## src/rtl/rv32i_pipe_pkg.sv

```systemverilog
// Shared encodings for the RV32I pipeline hazard controller:
// memtoreg codes, hazard FSM states and a saturating counter helper.
package rv32i_pipe_pkg;

   typedef logic [1:0] mtr_t;

   localparam mtr_t MTR_ALU = 2'd0;
   localparam mtr_t MTR_MEM = 2'd1;
   localparam mtr_t MTR_PC4 = 2'd2;

   localparam logic [4:0] REG_X0 = 5'd0;

   typedef enum logic [1:0] {
      RUN   = 2'd0,
      FLUSH = 2'd1,
      WAIT  = 2'd2
   } hz_state_t;

   function automatic logic [15:0] sat_inc(input logic [15:0] v, input logic [15:0] lim);
      return (v >= lim) ? lim : v + 16'd1;
   endfunction

endpackage

```

## src/rtl/pipe_hazard_ctrl_if.sv

```systemverilog
// Pipeline <-> hazard controller bundle: ID/EX hazard inputs, memory busy
// and the stage enable/flush/bubble controls returned to the pipeline.
interface pipe_hazard_ctrl_if;

   logic [4:0]          id_rs1;
   logic [4:0]          id_rs2;
   logic                id_use_rs1;
   logic                id_use_rs2;
   logic [4:0]          ex_rd;
   logic                ex_regwrite;
   rv32i_pipe_pkg::mtr_t ex_memtoreg;
   logic                ex_redirect;
   logic                mem_busy;

   logic                pc_we;
   logic                if_id_we;
   logic                if_id_flush;
   logic                id_ex_we;
   logic                id_ex_bubble;

   // Pipeline datapath side
   modport master (
      output id_rs1, id_rs2, id_use_rs1, id_use_rs2,
      output ex_rd, ex_regwrite, ex_memtoreg, ex_redirect, mem_busy,
      input  pc_we, if_id_we, if_id_flush, id_ex_we, id_ex_bubble
   );

   // Hazard controller side
   modport slave (
      input  id_rs1, id_rs2, id_use_rs1, id_use_rs2,
      input  ex_rd, ex_regwrite, ex_memtoreg, ex_redirect, mem_busy,
      output pc_we, if_id_we, if_id_flush, id_ex_we, id_ex_bubble
   );

endinterface

```

## src/rtl/hazard_detect.sv

```systemverilog
// Combinational load-use detector: a load in EX whose rd (not x0) is read
// by the instruction currently in ID.
module hazard_detect
   import rv32i_pipe_pkg::*;
(
   input  logic [4:0] id_rs1_i,
   input  logic [4:0] id_rs2_i,
   input  logic       id_use_rs1_i,
   input  logic       id_use_rs2_i,
   input  logic [4:0] ex_rd_i,
   input  logic       ex_regwrite_i,
   input  mtr_t       ex_memtoreg_i,
   output logic       load_use_o
);

   logic ex_is_load;
   logic rs1_hit;
   logic rs2_hit;

   assign ex_is_load = ex_regwrite_i && (ex_memtoreg_i == MTR_MEM) && (ex_rd_i != REG_X0);
   assign rs1_hit    = id_use_rs1_i && (id_rs1_i == ex_rd_i);
   assign rs2_hit    = id_use_rs2_i && (id_rs2_i == ex_rd_i);
   assign load_use_o = ex_is_load && (rs1_hit || rs2_hit);

endmodule

```

## src/rtl/pipe_hazard_ctrl.sv

```systemverilog
// Stall/flush/bubble sequencer for the PC, IF/ID and ID/EX registers.
// Optional HAZARD_PERF_EN adds stall/flush/wait cycle counters.
module pipe_hazard_ctrl
   import rv32i_pipe_pkg::*;
#(
   parameter int MEM_TIMEOUT    = 255,
   parameter int BRANCH_PENALTY = 1
) (
   input  logic              clk,
   input  logic              rst,
   pipe_hazard_ctrl_if.slave hz,
`ifdef HAZARD_PERF_EN
   output logic [31:0]       stall_cycles,
   output logic [31:0]       flush_cycles,
   output logic [31:0]       wait_cycles,
`endif
   output logic              err_timeout
);

   localparam logic [15:0] WAIT_LIM   = 16'(MEM_TIMEOUT);
   localparam logic [1:0]  FLUSH_LOAD = 2'(BRANCH_PENALTY - 1);

   hz_state_t   state_q, state_d;
   logic [1:0]  flush_cnt_q, flush_cnt_d;
   logic [15:0] wait_cnt_q, wait_cnt_d;
   logic        pend_redir_q, pend_redir_d;
   logic        err_q, err_d;

   logic load_use;
   logic redirect_eff;
   logic at_limit;
   logic pc_we, if_id_we, if_id_flush, id_ex_we, id_ex_bubble;

   hazard_detect u_detect (
      .id_rs1_i      (hz.id_rs1),
      .id_rs2_i      (hz.id_rs2),
      .id_use_rs1_i  (hz.id_use_rs1),
      .id_use_rs2_i  (hz.id_use_rs2),
      .ex_rd_i       (hz.ex_rd),
      .ex_regwrite_i (hz.ex_regwrite),
      .ex_memtoreg_i (hz.ex_memtoreg),
      .load_use_o    (load_use)
   );

   assign at_limit     = (wait_cnt_q == WAIT_LIM);
   // A redirect captured while frozen replays in the WAIT exit cycle.
   assign redirect_eff = hz.ex_redirect || ((state_q == WAIT) && pend_redir_q);

   always_comb begin
      // NOTE: every signal gets a default before any branch so no path leaves it unassigned (no latches).
      state_d      = state_q;
      flush_cnt_d  = flush_cnt_q;
      wait_cnt_d   = wait_cnt_q;
      pend_redir_d = pend_redir_q;
      err_d        = err_q;
      pc_we        = 1'b1;
      if_id_we     = 1'b1;
      if_id_flush  = 1'b0;
      id_ex_we     = 1'b1;
      id_ex_bubble = 1'b0;

      if (rst) begin
         pc_we        = 1'b0;
         if_id_we     = 1'b0;
         if_id_flush  = 1'b1;
         id_ex_bubble = 1'b1;
      end else if (hz.mem_busy) begin
         pc_we    = 1'b0;
         if_id_we = 1'b0;
         id_ex_we = 1'b0;
         if (state_q == RUN) begin
            state_d      = WAIT;
            wait_cnt_d   = 16'd1;
            pend_redir_d = hz.ex_redirect;
         end else begin
            // FLUSH freezes in place so its remaining count survives the stall.
            wait_cnt_d = sat_inc(wait_cnt_q, WAIT_LIM);
            if (at_limit) err_d = 1'b1;
            if (state_q == WAIT) pend_redir_d = pend_redir_q || hz.ex_redirect;
         end
      end else if (state_q == FLUSH) begin
         if_id_flush  = 1'b1;
         id_ex_bubble = 1'b1;
         wait_cnt_d   = 16'd0;
         flush_cnt_d  = flush_cnt_q - 2'd1;
         if (flush_cnt_q <= 2'd1) state_d = RUN;
      end else begin
         state_d      = RUN;
         pend_redir_d = 1'b0;
         if (redirect_eff) begin
            // Redirect squashes the ID instruction, so a coincident load-use stall is dropped.
            if_id_flush  = 1'b1;
            id_ex_bubble = 1'b1;
            if (BRANCH_PENALTY > 1) begin
               state_d     = FLUSH;
               flush_cnt_d = FLUSH_LOAD;
               wait_cnt_d  = 16'd0;
            end
         end else if (load_use) begin
            pc_we        = 1'b0;
            if_id_we     = 1'b0;
            id_ex_bubble = 1'b1;
         end
      end
   end

   // NOTE: sequential state uses non-blocking assignments so every register samples pre-edge values.
   always_ff @(posedge clk) begin
      if (rst) begin
         state_q      <= RUN;
         flush_cnt_q  <= 2'd0;
         wait_cnt_q   <= 16'd0;
         pend_redir_q <= 1'b0;
         err_q        <= 1'b0;
      end else begin
         state_q      <= state_d;
         flush_cnt_q  <= flush_cnt_d;
         wait_cnt_q   <= wait_cnt_d;
         pend_redir_q <= pend_redir_d;
         err_q        <= err_d;
      end
   end

   assign hz.pc_we        = pc_we;
   assign hz.if_id_we     = if_id_we;
   assign hz.if_id_flush  = if_id_flush;
   assign hz.id_ex_we     = id_ex_we;
   assign hz.id_ex_bubble = id_ex_bubble;
   assign err_timeout     = err_q;

`ifdef HAZARD_PERF_EN
   logic [31:0] stall_q, flush_q, wait_q;
   logic        stall_act;

   assign stall_act = !rst && !pc_we && if_id_we == 1'b0 && id_ex_we && id_ex_bubble;

   always_ff @(posedge clk) begin
      if (rst) begin
         stall_q <= 32'd0;
         flush_q <= 32'd0;
         wait_q  <= 32'd0;
      end else begin
         if (stall_act)         stall_q <= stall_q + 32'd1;
         if (if_id_flush)       flush_q <= flush_q + 32'd1;
         if (state_q == WAIT)   wait_q  <= wait_q + 32'd1;
      end
   end

   assign stall_cycles = stall_q;
   assign flush_cycles = flush_q;
   assign wait_cycles  = wait_q;
`endif

endmodule

```

## src/flat_wrapper.sv

```systemverilog
// flat-port wrapper written by rule: the top's interface ports become plain ports
module pipe_hazard_ctrl_flat import rv32i_pipe_pkg::*;
#(
   parameter int MEM_TIMEOUT    = 255,
   parameter int BRANCH_PENALTY = 1
)
  (clk, rst, err_timeout, hz_id_rs1, hz_id_rs2, hz_id_use_rs1, hz_id_use_rs2, hz_ex_rd, hz_ex_regwrite, hz_ex_memtoreg, hz_ex_redirect, hz_mem_busy, hz_pc_we, hz_if_id_we, hz_if_id_flush, hz_id_ex_we, hz_id_ex_bubble);
  pipe_hazard_ctrl_if hz_i ();
  input  logic clk;
  input  logic rst;
  output logic err_timeout;
  input wire logic [$bits(hz_i.id_rs1)-1:0] hz_id_rs1;
  input wire logic [$bits(hz_i.id_rs2)-1:0] hz_id_rs2;
  input wire logic [$bits(hz_i.id_use_rs1)-1:0] hz_id_use_rs1;
  input wire logic [$bits(hz_i.id_use_rs2)-1:0] hz_id_use_rs2;
  input wire logic [$bits(hz_i.ex_rd)-1:0] hz_ex_rd;
  input wire logic [$bits(hz_i.ex_regwrite)-1:0] hz_ex_regwrite;
  input wire logic [$bits(hz_i.ex_memtoreg)-1:0] hz_ex_memtoreg;
  input wire logic [$bits(hz_i.ex_redirect)-1:0] hz_ex_redirect;
  input wire logic [$bits(hz_i.mem_busy)-1:0] hz_mem_busy;
  output wire logic [$bits(hz_i.pc_we)-1:0] hz_pc_we;
  output wire logic [$bits(hz_i.if_id_we)-1:0] hz_if_id_we;
  output wire logic [$bits(hz_i.if_id_flush)-1:0] hz_if_id_flush;
  output wire logic [$bits(hz_i.id_ex_we)-1:0] hz_id_ex_we;
  output wire logic [$bits(hz_i.id_ex_bubble)-1:0] hz_id_ex_bubble;
  assign hz_i.id_rs1 = hz_id_rs1;
  assign hz_i.id_rs2 = hz_id_rs2;
  assign hz_i.id_use_rs1 = hz_id_use_rs1;
  assign hz_i.id_use_rs2 = hz_id_use_rs2;
  assign hz_i.ex_rd = hz_ex_rd;
  assign hz_i.ex_regwrite = hz_ex_regwrite;
  assign hz_i.ex_memtoreg = hz_ex_memtoreg;
  assign hz_i.ex_redirect = hz_ex_redirect;
  assign hz_i.mem_busy = hz_mem_busy;
  assign hz_pc_we = hz_i.pc_we;
  assign hz_if_id_we = hz_i.if_id_we;
  assign hz_if_id_flush = hz_i.if_id_flush;
  assign hz_id_ex_we = hz_i.id_ex_we;
  assign hz_id_ex_bubble = hz_i.id_ex_bubble;
  pipe_hazard_ctrl #(.MEM_TIMEOUT(MEM_TIMEOUT), .BRANCH_PENALTY(BRANCH_PENALTY)) u_core (.clk(clk), .rst(rst), .hz(hz_i), .err_timeout(err_timeout));
endmodule
```

## config.mk

```make
export PLATFORM = sky130hd
export DESIGN_NAME = pipe_hazard_ctrl_flat
export DESIGN_NICKNAME = d
export VERILOG_FILES = /design/src/rtl/rv32i_pipe_pkg.sv /design/src/rtl/pipe_hazard_ctrl_if.sv /design/src/rtl/hazard_detect.sv /design/src/rtl/pipe_hazard_ctrl.sv /design/src/flat_wrapper.sv
export SDC_FILE = /design/constraint.sdc
export NUM_CORES = 1
export LEC_CHECK = 0
export BUFFER_PORTS_ARGS = -buffer_cell sky130_fd_sc_hd__buf_4
export CAP_MARGIN = 20
export CORE_UTILIZATION = 45
export CTS_BUF_LIST = sky130_fd_sc_hd__clkbuf_4 sky130_fd_sc_hd__clkbuf_8
export DETAILED_ROUTE_END_ITERATION = 8
export GPL_ROUTABILITY_DRIVEN = 0
export GPL_TIMING_DRIVEN = 0
export MAX_ROUTING_LAYER = met4
export PLACE_DENSITY = 0.76
export SYNTH_ARGS = -nofsm -noshare
export SYNTH_HDL_FRONTEND = slang
export SYNTH_HIERARCHICAL = 1
export SYNTH_SLANG_ARGS = --single-unit
```

## constraint.sdc

```tcl
create_clock -name clk -period 2.5 [get_ports clk]
set_input_delay 0.25 -clock clk [delete_from_list [all_inputs] [get_ports clk]]
set_output_delay 0.25 -clock clk [all_outputs]
set_load 0.03 [all_outputs]
```

==> results of run 1 <==
[how the worst max path moves through the flow]
| stage | startpoint | end | slack [ns] |
|---|---|---|---|
| after global placement | hz_ex_rd[1] | hz_pc_we | 0.58 |
| final | hz_ex_rd[1] | hz_pc_we | 0.54 |
| after floorplan | hz_ex_rd[1] | hz_pc_we | 0.20 |
| after global routing | hz_ex_rd[1] | hz_pc_we | 0.45 |
| after CTS | hz_ex_rd[1] | hz_pc_we | 0.55 |
| after detailed placement | hz_ex_rd[1] | hz_pc_we | 0.56 |
[power groups by stage]
stage / clock (W) / sequential, W / combinational, W
3_3_place_gp: 0 / 0.000315 / 0.0000883
2_1_floorplan: 0 / 0.000315 / 0.0000443
3_5_place_dp: 0 / 0.000316 / 0.0000914
6_report: 0.000151 / 0.000309 / 0.0000913
4_1_cts: 0.000157 / 0.000309 / 0.0000917
5_1_grt: 0.000170 / 0.000309 / 0.0000986
[metal layers]
layer	vias up	share of wire, %	global-route usage, %	routed length, um
met5	-	0	-	0
met2	32	50	36.8	1090
met4	0	0	3.33	0
met1	429	46	27.4	1000
met3	0	4.4	5.56	96
li1	466	-	-	-
[area by class of cell]
type,count,area [um2]
fillers,178,746
multi-input cells,82,539
flip-flops and latches,19,380
repair buffers,29,218
well taps,27,33.8
clock buffers,3,22.5
plain buffers,4,18.8
inverters,5,18.8
clock inverters,1,5.00
[placed cells by master, fill, tap and decap left out, types with 2 or more instances in the layout]
cell	synthesis	layout
xor2_1	8	8
a21oi_1	6	6
nor4_1	3	3
o21ai_0	2	2
a211oi_1	4	4
clkbuf_1	3	3
o21bai_1	3	3
dfxtp_1	19	19
nand3_1	5	5
inv_1	5	5
nor3b_1	2	2
or4_1	2	2
and3_1	3	3
nor2_1	9	9
nand2_1	4	4
nand4_1	2	2
clkbuf_4	0	3
buf_4	1	30
nor3_1	4	4
nor2b_1	2	2
a221oi_1	2	2
a311oi_1	2	2
nor4_2	3	3
and2_1	5	5
xnor2_1	2	2
o211ai_1	2	2
[through the flow]
step                      std cells  setup WS [ns]
after floorplan                 110          0.204
final                           170          0.536
after CTS                       170          0.547
after detailed placement        166          0.556
after global placement          166          0.576
after global routing            170          0.455
[state kept, by name, indices dropped and copies added (netlist names)]
register / count
u_core/state_q: 1
u_core/err_timeout: 1
u_core/pend_redir_q: 1
u_core/wait_cnt_q: 16
[cell families after synthesis]
family / count (synthesis)
buffers and inverters: 9
XOR/XNOR: 10
AND/OR/NAND/NOR: 47
adder cells (fa/ha/maj): 1
AO/OA/AOI/OAI: 24
flip-flops: 19
[cell usage after synthesis (all sizes together), types with 4 or more instances]
| cell | count |
|---|---|
| dfxtp | 19 |
| a211oi | 4 |
| xor2 | 8 |
| nand2 | 5 |
| nor3 | 4 |
| nor4 | 6 |
| nor2 | 9 |
| inv | 5 |
| and2 | 6 |
| nand3 | 5 |
| a21oi | 6 |
==> reports/qor.yml, run 1 <==
status: "complete, no violations"
hold_end: "u_core/state_q[1]"
syn-num-nets: 135
setup_viol: 0
postCtsResizedCells: 0
grt_pass1_wl_um: 3460
synth_compound_area_share_pct: 17.1
synth.mux.area_fraction_pct: 0
cp.required_ns: 2.25
synth_flop_cell: "dfxtp_1"
crit_arrival_ns: 1.71
numCtsBuffers: 3
fp-row-count: 16
antenna_cells: 0
max_cap_violations: 0
h-tree-depth: 1
worst_path_max_delay_cell: "or4_1"
avgViaCountPerCell: 5.45
syn_avg_cell_area_um2: 8.70
tns_ns: 0
cts_sinks: 19
grt_remaining_overflow: 0
path_max_fanout: 3
post-route-period-util_pct: 78.6
nNetsFinal: 169
maxSlewViolCount: 0
cp_slowest_stage_delay_ns: 0.51
clk-insertion-delay-late_ns: 0.29
startpoint_type: "input pin"
power_density_nw_per_um2: 446
vias: 927
drtIter0Drc: 17
grt_max_degree: 12
synth_top_family_by_area: "simple AND/OR/NAND/NOR gates"
relSlewSlack_pct: 65.0
tightest_slew_ns: 0.521
grt_setup_unrepaired: "false"
worstPathCellList: "buf_4 > or4_1 > o21ai_1 > a21oi_1 > a211oi_1 > buf_4 > buf_4"
hold_path.class: "input pin to flop"
stdcell_area_um2: 1240
worst-path-buf-inv: 3
clock_path_buffers: 2
die_w_um: 48.1
postCtsSetupRepairBufs: 0
period_needed_ns: 1.96
power_w: 0.000552
holdBufCountCts: 0
track_usage_pct: 22.0
synth_area_um2: 957
cts_root_buf: "clkbuf_4"
utilization_pct: 62.4
clk_pin_slew_ns: 0.11
drc: 0
yosys_warnings: 6
holdPathStages: 2
reg2reg_slack_ns: 0.70
crit_cells: 7
start_util_pct: 48.3
first_pass_iters: 5
netlist_instances: 110
cts_tree: "yes"
area_growth_pct: 29.2
cp-end-kind: "output pin"
synth_area_leaders: "dfxtp_1 (40%), xor2_1 (7.3%), nor4_2 (3.9%), nor2_1 (3.5%), and2_1 (3.3%)"
antenna_left: 0
synth_top_area_cell: "dfxtp_1"
dieHeight_um: 48.1
ir_worst_vdd_mv: 0.412
p_seq_share_pct: 56.0
p_sw_share_pct: 25.4
place_area_um2: 1210
yosys.area_share.simple_pct: 28.8
core_um2: 1980
power.internal_w: 0.000411
drive_gt1_share_pct: 27.3
ys_types: 32
antenna_found_initial: 0
hold_viol: 0
fin_skew_ns: 0.00577
wl_per_cell_um: 12.9
pwr-share-clk_pct: 27.5
hpwl_um: 1750
rr_startpoint: "u_core/wait_cnt_q[8]"
worstHoldStart: "rst"
fmax_ghz: 0.509
cpMostUsedCell: "buf_4"
synthAdderAreaFrac_pct: 1.31
p_leak_nw: 0.491
synth_edf_count: 0
grt_pass1_vias: 824
reg2reg_to: "u_core/err_timeout"
p_comb_share_pct: 16.6
yosysTopAreaCellShare_pct: 39.7
holdWs_ns: 0.120
cpLargestDelayFamily: "compound AO/OA/AOI/OAI gates"
async_flop_share_pct: 0
synth-xor-area-share_pct: 9.15
ios: 30
criticalPathCategory: "input pin to output pin"
rr_worst_depth: 4
wl_um: 2190
numPortBuffers: 29
synth-seq-cells: 19
dieArea_um2: 2320
p_switching_w: 0.000140
ys_seq_area_share_pct: 39.7
(Power assumes the default switching activity.)
==> run 2, diff against run 1 <==
clock period = 1.9 ns   (was 2.5 ns; I/O delays follow)
==> run 2 against run 1 <==
Register-to-register slack worse by 0.54 ns. Final cell count up 0.59%. Combinational power up 31%. Sequential power up 31%. Sequential share of layout area down 0.37 points. Core utilization up 0.76 points. Die area unchanged. Clock power up 39%. Critical path type unchanged. Clock-buffer cell count unchanged. Critical endpoint unchanged. Largest cell class unchanged.
==> reports/qor.yml, run 2 (same netlist as run 1, synthesis figures left out) <==
status: "complete, no violations"
grt_remaining_overflow: 0
fin_skew_ns: 0.00651
power.internal_w: 0.000544
post-route-period-util_pct: 92.5
grt_pass1_wl_um: 3560
dieArea_um2: 2320
first_pass_iters: 4
crit_arrival_ns: 1.57
antenna_found_initial: 0
fillers: 181
grt_pass1_vias: 844
crit_start: "hz_ex_rd[1]"
nNetsFinal: 170
cp_slowest_stage_delay_ns: 0.51
wl_per_cell_um: 12.9
cpLargestDelayFamily: "simple AND/OR/NAND/NOR gates"
clock_path_buffers: 2
p_sw_share_pct: 26.2
ir_worst_vdd_mv: 0.516
drive_gt1_share_pct: 28.5
stdcell_count: 171
period_needed_ns: 1.76
antenna_cells: 0
worst_path_max_delay_cell: "or4_1"
largest_register: "u_core/wait_cnt_q"
relSlewSlack_pct: 66.9
worstSetupEndpoint: "hz_pc_we"
core_um2: 1980
largest_reg_flops: 16
grt_setup_unrepaired: "false"
rr_startpoint: "u_core/wait_cnt_q[8]"
numPortBuffers: 29
holdBufCountCts: 0
grt_max_degree: 13
criticalPathCategory: "input pin to output pin"
drtIter0Drc: 20
numCtsBuffers: 3
cts_tree: "yes"
h-tree-depth: 1
clk_pin_slew_ns: 0.11
cts_sinks: 19
p_seq_share_pct: 55.2
antenna_left: 0
postCtsResizedCells: 0
dieHeight_um: 48.1
area_growth_pct: 30.7
wl_um: 2210
drc: 0
maxSlewViolCount: 0
worst-path-buf-inv: 3
cp-end-kind: "output pin"
multiInputGateArea_um2: 544
setup_viol: 0
tightest_slew_ns: 0.497
placed_cells: 166
power_density_nw_per_um2: 589
die_w_um: 48.1
track_usage_pct: 22.4
rr_worst_depth: 4
p_switching_w: 0.000193
hold_viol: 0
pwr-share-clk_pct: 28.5
cp.required_ns: 1.71
max_cap_violations: 0
regArea_um2: 380
p_leak_nw: 0.494
final_cell_mix: "buf_4 (31), dfxtp_1 (19), nor2_1 (9), xor2_1 (8), a21oi_1 (6)"
postCtsSetupRepairBufs: 0
startpoint_type: "input pin"
reg2reg_to: "u_core/err_timeout"
cts_root_buf: "clkbuf_4"
cpMostUsedCell: "buf_4"
vias: 935
fmax_ghz: 0.569
fp-row-count: 16
reg2reg_slack_ns: 0.16
hold_path.class: "input pin to flop"
p_comb_share_pct: 16.3
clk-insertion-delay-late_ns: 0.30
ios: 30
start_util_pct: 48.3
hpwl_um: 1650
worstPathCellList: "buf_4 > or4_1 > o21ai_1 > a21oi_1 > a211oi_2 > buf_4 > buf_4"
crit_cells: 7
path_max_fanout: 3
tns_ns: 0
mostFrequentLayoutCell: "buf_4"
avgViaCountPerCell: 5.47
-- run 2: worst register-to-register path, cell delays in order, from the launching register on --
cell and delay [ns]:
dfxtp_1 0.33, nor4_2 0.46, nand2_2 0.18, or4_1 0.56, a21oi_1 0.15
-- run 2: area by class of cell --
cell class / count / share of cell area [%]
inverter: 5 / 1.50
clock buffer: 3 / 1.80
sequential: 19 / 30.4
tap: 27 / 2.70
buffer: 4 / 1.50
multi-input combinational: 82 / 43.5
timing repair buffer: 30 / 18.0
clock inverter: 1 / 0.600
-- run 2: power groups by stage --
stage	combinational, W	sequential (W)	clock (W)
2_1_floorplan	0.0000592	0.000414	0
3_3_place_gp	0.000118	0.000415	0
3_5_place_dp	0.000120	0.000415	0
4_1_cts	0.000121	0.000406	0.000214
5_1_grt	0.000131	0.000407	0.000231
6_report	0.000120	0.000406	0.000210
-- run 2: how the worst min path moves through the flow --
| stage | startpoint | to | slack (ns) | cells past startpoint |
|---|---|---|---|---|
| global route | rst | u_core/state_q[1] | 0.04 | 2 |
| finish | rst | u_core/state_q[1] | 0.06 | 2 |
| detailed placement | rst | u_core/state_q[1] | 0.38 | 2 |
| floorplan | rst | u_core/state_q[1] | 0.27 | 1 |
| global placement | rst | u_core/state_q[1] | 0.37 | 2 |
| CTS | rst | u_core/state_q[1] | 0.05 | 2 |
-- run 2: per-stage QoR --
step / instance area (um2) / total power, W / hold slack (ns) / utilization, % / setup slack, ns
2_1_floorplan: 962 / 0.000473 / 0.273 / - / 0.0482
3_3_place_gp: 1210 / 0.000533 / 0.368 / 61.2 / 0.181
3_5_place_dp: 1210 / 0.000536 / 0.377 / 61.2 / 0.135
4_1_cts: 1240 / 0.000741 / 0.0463 / 62.8 / 0.130
5_1_grt: 1250 / 0.000769 / 0.0440 / 63.1 / 0.0558
6_report: 1250 / 0.000737 / 0.0555 / 63.1 / 0.143
-- run 2: routing by layer --
metal / GRT usage, % / vias up / share of wire [%]
li1: - / 473 / -
met1: 28.1 / 423 / 45
met2: 33.8 / 34 / 48
met3: 7.78 / 5 / 6.2
met4: 6.67 / 0 / 0.95
met5: - / - / 0
